File: config.mk
export PLATFORM = sky130hd
export DESIGN_NAME = addsub_cla_pipe
export DESIGN_NICKNAME = d
export VERILOG_FILES = /design/src/rtl/addsub_pkg.sv /design/src/rtl/cla_segment.sv /design/src/rtl/addsub_cla_pipe.sv
export SDC_FILE = /design/constraint.sdc
export NUM_CORES = 1
export LEC_CHECK = 0
export CORE_ASPECT_RATIO = 0.7
export CORE_UTILIZATION = 40
export CTS_BUF_LIST = sky130_fd_sc_hd__clkbuf_16
export DETAILED_ROUTE_END_ITERATION = 8
export SYNTH_ARGS = -nofsm -noshare
export SYNTH_HDL_FRONTEND = slang
export SYNTH_SLANG_ARGS = --single-unit
File: constraint.sdc
create_clock -name CLK -period 2.5 [get_ports CLK]
set_clock_uncertainty 0.1 [all_clocks]
set_input_delay 0.5 -clock CLK [delete_from_list [all_inputs] [get_ports CLK]]
set_output_delay 0.5 -clock CLK [all_outputs]
set_load 0.03 [all_outputs]
File: src/rtl/addsub_pkg.sv
`default_nettype none
// ============================================================================
//  Module      : addsub_pkg
//  Description : Shared constants and stage-register helpers for the
//                pipelined carry-lookahead adder/subtractor.
//  Revision    : 1.0 - initial release
// ============================================================================
package addsub_pkg;

    // Operation select on the M input
    localparam logic MODE_ADD = 1'b0;
    localparam logic MODE_SUB = 1'b1;

    // Per-rank control bits travelling alongside the operand/result slices
    typedef struct packed {
        logic vld;  // rank holds a live operation
        logic cy;   // carry into the segment this rank computes next
    } stage_ctl_t;

    // Carry-in for segment 0: subtraction is A + ~B + 1
    function automatic logic mode_carry_in(input logic mode);
        return (mode == MODE_SUB);
    endfunction

endpackage : addsub_pkg
`default_nettype wire

File: src/rtl/cla_segment.sv
`default_nettype none
// ============================================================================
//  Module      : cla_segment
//  Description : Combinational SEG-bit carry-lookahead adder slice. Produces
//                sum, carry-out and the carry into the slice MSB (needed for
//                signed overflow on the top segment).
//  Revision    : 1.0 - initial release
// ============================================================================
module cla_segment #(
    parameter int SEG = 4
) (
    input  logic [SEG-1:0] i_a,
    input  logic [SEG-1:0] i_b,
    input  logic           i_cin,
    output logic [SEG-1:0] o_sum,
    output logic           o_cout,
    output logic           o_c_msb
);

    logic [SEG-1:0] w_g;
    logic [SEG-1:0] w_p;
    logic [SEG:0]   w_c;
    logic           w_term;
    logic           w_prod;

    assign w_g = i_a & i_b;
    assign w_p = i_a ^ i_b;

    // Lookahead carries: c[i+1] = g[i] | p[i]g[i-1] | ... | p[i..0]cin, flattened
    always_comb begin
        w_c    = '0;
        w_term = 1'b0;
        w_prod = 1'b0;
        w_c[0] = i_cin;
        for (int i = 0; i < SEG; i++) begin
            w_term = w_g[i];
            w_prod = w_p[i];
            for (int j = i - 1; j >= 0; j--) begin
                w_term = w_term | (w_prod & w_g[j]);
                w_prod = w_prod & w_p[j];
            end
            w_term     = w_term | (w_prod & i_cin);
            w_c[i + 1] = w_term;
        end
    end

    assign o_sum   = w_p ^ w_c[SEG-1:0];
    assign o_cout  = w_c[SEG];
    assign o_c_msb = w_c[SEG-1];

endmodule : cla_segment
`default_nettype wire

File: src/rtl/addsub_cla_pipe.sv
`default_nettype none
// ============================================================================
//  Module      : addsub_cla_pipe
//  Description : Pipelined signed adder/subtractor. W-bit operands are split
//                into SEG-bit CLA segments, one segment per stage, with the
//                inter-segment carry registered. Valid/ready on both sides.
//                Optional macro ADDSUB_SAT_EN saturates S on signed overflow.
//  Revision    : 1.0 - initial release
// ============================================================================
module addsub_cla_pipe
    import addsub_pkg::*;
#(
    parameter int W   = 16,
    parameter int SEG = 4
) (
    input  logic         CLK,
    input  logic         RST,
    input  logic [W-1:0] A,
    input  logic [W-1:0] B,
    input  logic         M,
    input  logic         IN_VALID,
    output logic         IN_READY,
    output logic [W-1:0] S,
    output logic         C,
    output logic         V,
    output logic         OUT_VALID,
    input  logic         OUT_READY
);

    localparam int STAGES = W / SEG;
    localparam int c_last = STAGES - 1;

    if (W < 2) begin : g_chk_width
        $error("addsub_cla_pipe: W must be at least 2");
    end
    if ((W % SEG) != 0) begin : g_chk_seg
        $error("addsub_cla_pipe: W must be a multiple of SEG");
    end

    // Rank k feeds segment k: operands (B already conditioned), partial sum
    // of segments below k, and the carry into segment k.
    logic [W-1:0]   r_a   [STAGES];
    logic [W-1:0]   r_b   [STAGES];
    logic [W-1:0]   r_s   [STAGES];
    stage_ctl_t     r_ctl [STAGES];

    logic [W-1:0]   r_out_s;
    logic           r_out_c;
    logic           r_out_v;
    logic           r_out_vld;

    logic [SEG-1:0] w_sum  [STAGES];
    logic           w_cout [STAGES];
    logic           w_cmsb [STAGES];
    logic [W-1:0]   w_mrg  [STAGES];
    logic [W-1:0]   w_res;
    logic           w_ovf;
    logic           w_en;

    // Whole pipe advances unless the output is holding an unaccepted result
    assign w_en     = !(r_out_vld && !OUT_READY);
    assign IN_READY = w_en;

    for (genvar k = 0; k < STAGES; k++) begin : g_seg
        cla_segment #(
            .SEG (SEG)
        ) u_seg (
            .i_a     (r_a[k][k*SEG +: SEG]),
            .i_b     (r_b[k][k*SEG +: SEG]),
            .i_cin   (r_ctl[k].cy),
            .o_sum   (w_sum[k]),
            .o_cout  (w_cout[k]),
            .o_c_msb (w_cmsb[k])
        );
    end

    // Insert each segment's fresh sum bits into the result carried forward
    always_comb begin
        for (int k = 0; k < STAGES; k++) begin
            w_mrg[k]               = r_s[k];
            w_mrg[k][k*SEG +: SEG] = w_sum[k];
        end
    end

    // Final result: overflow from top-segment carries, optional clamp
    always_comb begin
        w_ovf = w_cout[c_last] ^ w_cmsb[c_last];
        w_res = w_mrg[c_last];
`ifdef ADDSUB_SAT_EN
        // On overflow both operands share a sign; the A sign picks the rail
        if (w_ovf) begin
            w_res = r_a[c_last][W-1] ? {1'b1, {(W-1){1'b0}}}
                                     : {1'b0, {(W-1){1'b1}}};
        end
`endif
    end

    // Pipeline ranks and output register; everything holds while stalled
    always_ff @(posedge CLK) begin
        if (RST) begin
            for (int k = 0; k < STAGES; k++) begin
                r_ctl[k] <= '0;
            end
            r_out_vld <= 1'b0;
            r_out_s   <= '0;
            r_out_c   <= 1'b0;
            r_out_v   <= 1'b0;
        end else if (w_en) begin
            r_ctl[0].vld <= IN_VALID;
            r_ctl[0].cy  <= mode_carry_in(M);
            r_a[0]       <= A;
            r_b[0]       <= (M == MODE_SUB) ? ~B : B;
            r_s[0]       <= '0;
            for (int k = 0; k < c_last; k++) begin
                r_ctl[k+1].vld <= r_ctl[k].vld;
                r_ctl[k+1].cy  <= w_cout[k];
                r_a[k+1]       <= r_a[k];
                r_b[k+1]       <= r_b[k];
                r_s[k+1]       <= w_mrg[k];
            end
            r_out_vld <= r_ctl[c_last].vld;
            r_out_s   <= w_res;
            r_out_c   <= w_cout[c_last];
            r_out_v   <= w_ovf;
        end
    end

    assign S         = r_out_s;
    assign C         = r_out_c;
    assign V         = r_out_v;
    assign OUT_VALID = r_out_vld;

endmodule : addsub_cla_pipe
`default_nettype wire

* Word level (Yosys, flattened, before mapping) *
Memories as Yosys holds them, arrays and structs flattened. A register that Yosys moved wholly into a read port is not among the register bits.
Cells that the tools add are included.

cells by class
  muxes and demuxes = 14
  bitwise operators = 126
  reduce and logical (&&, ||, !) cells = 4

operators with widths
  cell                 number
  $and A1 B1 Y1        64
  $or A1 B1 Y1         48
  $xor A4 B4 Y4        8
  $and A4 B4 Y4        4
  $mux W16             1
  $not A16 Y16         1
  $mux W1              13
  $logic_not A1 Y1     3
  $logic_and A1 B1 Y1  1
  $xor A1 B1 Y1        1

storage, ports and cells
  register bits after elaboration = 19
  bits in writable memories = 200
  output and inout bits = 20
  word-level logic and storage cells = 152
  memories kept = 4

memory list
  memory  words  width  rd ports  clocked after memory_dff  write ports  line                   text
  r_a     4      16     4         0                         4            addsub_cla_pipe.sv:42  logic [W-1:0] r_a [STAGES];
  r_b     4      16     4         0                         4            addsub_cla_pipe.sv:43  logic [W-1:0] r_b [STAGES];
  r_s     4      16     4         1                         4            addsub_cla_pipe.sv:44  logic [W-1:0] r_s [STAGES];
  r_ctl   4      2      4         0                         4            addsub_cla_pipe.sv:45  stage_ctl_t r_ctl [STAGES];

* Longest topological paths before layout *
  word-level depth = 7
  mapped depth = 6
  mapped depth without buffers = 6

* By module *
Synthesis repeated with hierarchy kept, for this count alone.

second synthesis, totals
  cell total of the unflattened synthesis = 283
  area, all modules = 4860.9 um^2

by module, submodules not included
  module                             times used  cells an instance  area each (um^2)  seq. area each (um^2)
  addsub_cla_pipe                    1           223                4285.4            3743.6
  cla_segment at g_seg[1].u_seg ...  3           14                 140.1             0.0
  cla_segment at g_seg[0].u_seg      1           18                 155.1             0.0

* Worst setup path before layout *
OpenSTA, ideal clock, no wires.

  path type = input port to flip-flop
  start point = input port RST
  end point = memory r_a[0][0] (enable)
  setup time = 414 ps
  arrival time = 1991 ps
  data required time = 1986 ps
  setup slack = -5 ps
  stages on the path = 4
  buffers on the path = 1
  path through = buf_4 inv_1 nand2_1 inv_2

RTL lines
  element             line                   text
  start: declaration  addsub_cla_pipe.sv:17  input logic RST,
  end: declaration    addsub_cla_pipe.sv:42

* Final worst setup path *
  start point = input port OUT_READY
  end point = output port IN_READY

on the way
  cells in the longest elaborated chain, start to end = 3

ends and longest elaborated chain
  element              line                   text
  start: declaration   addsub_cla_pipe.sv:27  input logic OUT_READY
  $logic_not A1 Y1     addsub_cla_pipe.sv:61  assign w_en = !(r_out_vld && !OUT_READY);
  $logic_and A1 B1 Y1  addsub_cla_pipe.sv:61
  $logic_not A1 Y1     addsub_cla_pipe.sv:61
  end: declaration     addsub_cla_pipe.sv:22  output logic IN_READY,

No other way between the ends.

==> metrics.csv <==
metric;value;unit
quantity of gates resized following cts;0;
Slew HR;0.764;
hold_buf cts;0;
CTS tree;done;
CP Max Fanout;3;
Syn Area/Cell;16.1;um2
Post-synth EDFFs;112;
hold path endpoint;r_a[1][15];
total CTS buffers;17;
Total Power;5240;uW
Site Rows;33;
worst reg2reg path depth;6;
fin. max-slew vios;0;
CP Data Required Time;1.90;ns
Synth Cell Area;4900;um2
Initial Utilization;0.415;
layout cells sized above 1;0.120;
sequential share of the synthesized area;0.764;
final setup vio count;0;
total of max-cap violations;0;
clk slew on worst S/H paths;0.06;ns
height of the die;94.6;um
fmax;422;MHz
Period minus WS final;2.37;ns
outcome;completed;
I/O pins;57;
Clock Tree Root;clkbuf_16;
Yosys top cell area share;0.687;
ys flop type;edfxtp_1;
Post-DRT Antenna Nets;0;
Critical Path Sink Type;output pin;
DR vias;2477;
Pleak;0.00240;uW
placed cells;524;
drt pass-1 iters;4;
CTS sink count;131;
setup TNS;0;ns
Synth Instances;305;
cell-internal power;4120;uW
FFs w/ async S/R, synth;0;
clock tree buffer depth;2;
final-stage net count;443;
Net Switching;1120;uW
RSZ-0062 raised after global routing;false;
Die X;134;um
Core Box Area;11800;um2
Netlist cell types;32;
most frequent cells after synthesis;edfxtp_1, nand2_1, dfxtp_1;
Clock Latency Late Sink;0.40;ns
min-delay worst type;reg2reg;
Switching Share;0.213;
vias per cell;4.46;
power share of the combinational group;0.088;
die area;12700;um2
Synth area leaders;edfxtp_1, dfxtp_1, ha_1, xor2_1, nand2_1;
Hold Fails Final Rpt;0;
worst vdd ir;0.485;mV
synth warn;0;
hold path startpoint;r_a[0][15];
reg-to-reg startpoint;OUT_VALID;
GRT Util Overall;0.125;
area grow syn2layout;28.5;%
Crit Path Category;in2out;
Final GP Congestion;0.689;
wirelength, routed;7150;um
count leader, synth;edfxtp_1;
DR WL/cell;12.9;um
PD cells;833;nW/um2
Seq cells post-synth;131;
net count after synthesis;362;
DP HPWL;4690;um
R2R Path End;r_b[2][12];
initial antenna violation count;0;
grt ovf;0;
top cell type by total area after synthesis;edfxtp_1;
post-CTS setup buffers;0;
largest net degree at the start of global routing;33;
drt drc;0;
fin cells;556;
vias in the first global route;2372;
CP startpoint kind;input pin;
initial DRC count;126;
global-route wire length before repair;11500;um
register share of total power;0.504;
# H-tree levels;4;
Clock power frac;0.408;
flop2flop setup slack;0.86;ns
CP arrival;1.77;ns
Period Utilization, post-route;0.948;
worst slew pin tran;0.353;ns
port bufs;56;
n_diodes;0;
worst hold stages;0;
==> worst max path at each step <==
| stage | from | endpoint | slack, ns | depth (start not counted) |
|---|---|---|---|---|
| after floorplan | RST | r_a[0][0] | 0.45 | 4 |
| after global placement | OUT_READY | IN_READY | 0.13 | 4 |
| after detailed placement | OUT_READY | IN_READY | 0.13 | 4 |
| after CTS | OUT_READY | IN_READY | 0.13 | 4 |
| after global routing | OUT_READY | IN_READY | 0.1 | 4 |
| final | OUT_READY | IN_READY | 0.13 | 4 |
==> cell usage in the layout, fill, tap and decap left out, types with 4 or more instances in the layout <==
cell / n
clkinv_2: 5
clkdlybuf4s50_1: 56
nand2_1: 36
o21ai_0: 4
nor2_1: 15
xor2_1: 16
buf_12: 5
fa_1: 4
and3_1: 5
inv_1: 22
dfxtp_1: 19
ha_1: 16
edfxtp_1: 112
xnor2_1: 7
a21oi_1: 14
o21ai_1: 5
buf_4: 10
clkbuf_16: 17
a211oi_1: 6
==> metrics by stage <==
stage | hold WS, ns | cell area [um2] | worst slack, ns | util
2_1_floorplan | 0.300 | 4900 | 0.447 | -
3_3_place_gp | 0.302 | 5780 | 0.130 | 0.489
3_5_place_dp | 0.305 | 5780 | 0.132 | 0.489
4_1_cts | 0.309 | 6290 | 0.125 | 0.533
5_1_grt | 0.313 | 6290 | 0.0963 | 0.533
6_report | 0.306 | 6290 | 0.129 | 0.533
==> sequential cells by signal, indices dropped and copies added (netlist names) <==
register,cells
OUT_VALID,1
r_b,40
S,16
r_ctl,8
r_a,40
C,1
r_s,24
V,1
==> cells by family (layout without fill, tap and decap cells) <==
| family | Yosys count | count (layout) | share of synthesized area |
|---|---|---|---|
| simple gates | 65 | 65 | 0.0588 |
| mux | 1 | 1 | 0.00204 |
| flops | 131 | 131 | 0.764 |
| fa+ha+maj | 20 | 20 | 0.0572 |
| xor+xnor | 23 | 23 | 0.0411 |
| compound gates | 38 | 38 | 0.0516 |
| buf+inv | 27 | 121 | 0.0248 |
==> layer usage <==
| layer | track usage | wire length [um] | up-vias |
|---|---|---|---|
| li1 | - | - | 1256 |
| met1 | 0.152 | 3370 | 1147 |
| met2 | 0.198 | 3330 | 62 |
| met3 | 0.0488 | 326 | 12 |
| met4 | 0.0618 | 119 | 0 |
| met5 | 0 | 0 | - |
==> layout make-up <==
cell class                      instances  area (um2)
Clock inverter                         15        88.8
Clock buffer                           17         425
Inverter                               18        70.1
Multi-Input combinational cell        147        1030
Fill cell                             981        5520
Sequential cell                       131        3740
Tap cell                              157         196
Timing Repair Buffer                   71         736
==> worst max-delay path, cell delays in order <==
cell and delay [ns]:
clkdlybuf4s50_1 0.50, nor2b_4 0.05, inv_2 0.06, clkdlybuf4s50_1 0.66
==> power by group through the flow <==
stage	clock (uW)	sequential [uW]	combinational [uW]
after detailed placement	0	2680	467
after global placement	0	2680	456
after CTS	2180	2640	469
after floorplan	0	2720	221
final	2140	2640	462
after global routing	2280	2660	506
Note: power is estimated with default switching activity, not from simulation.
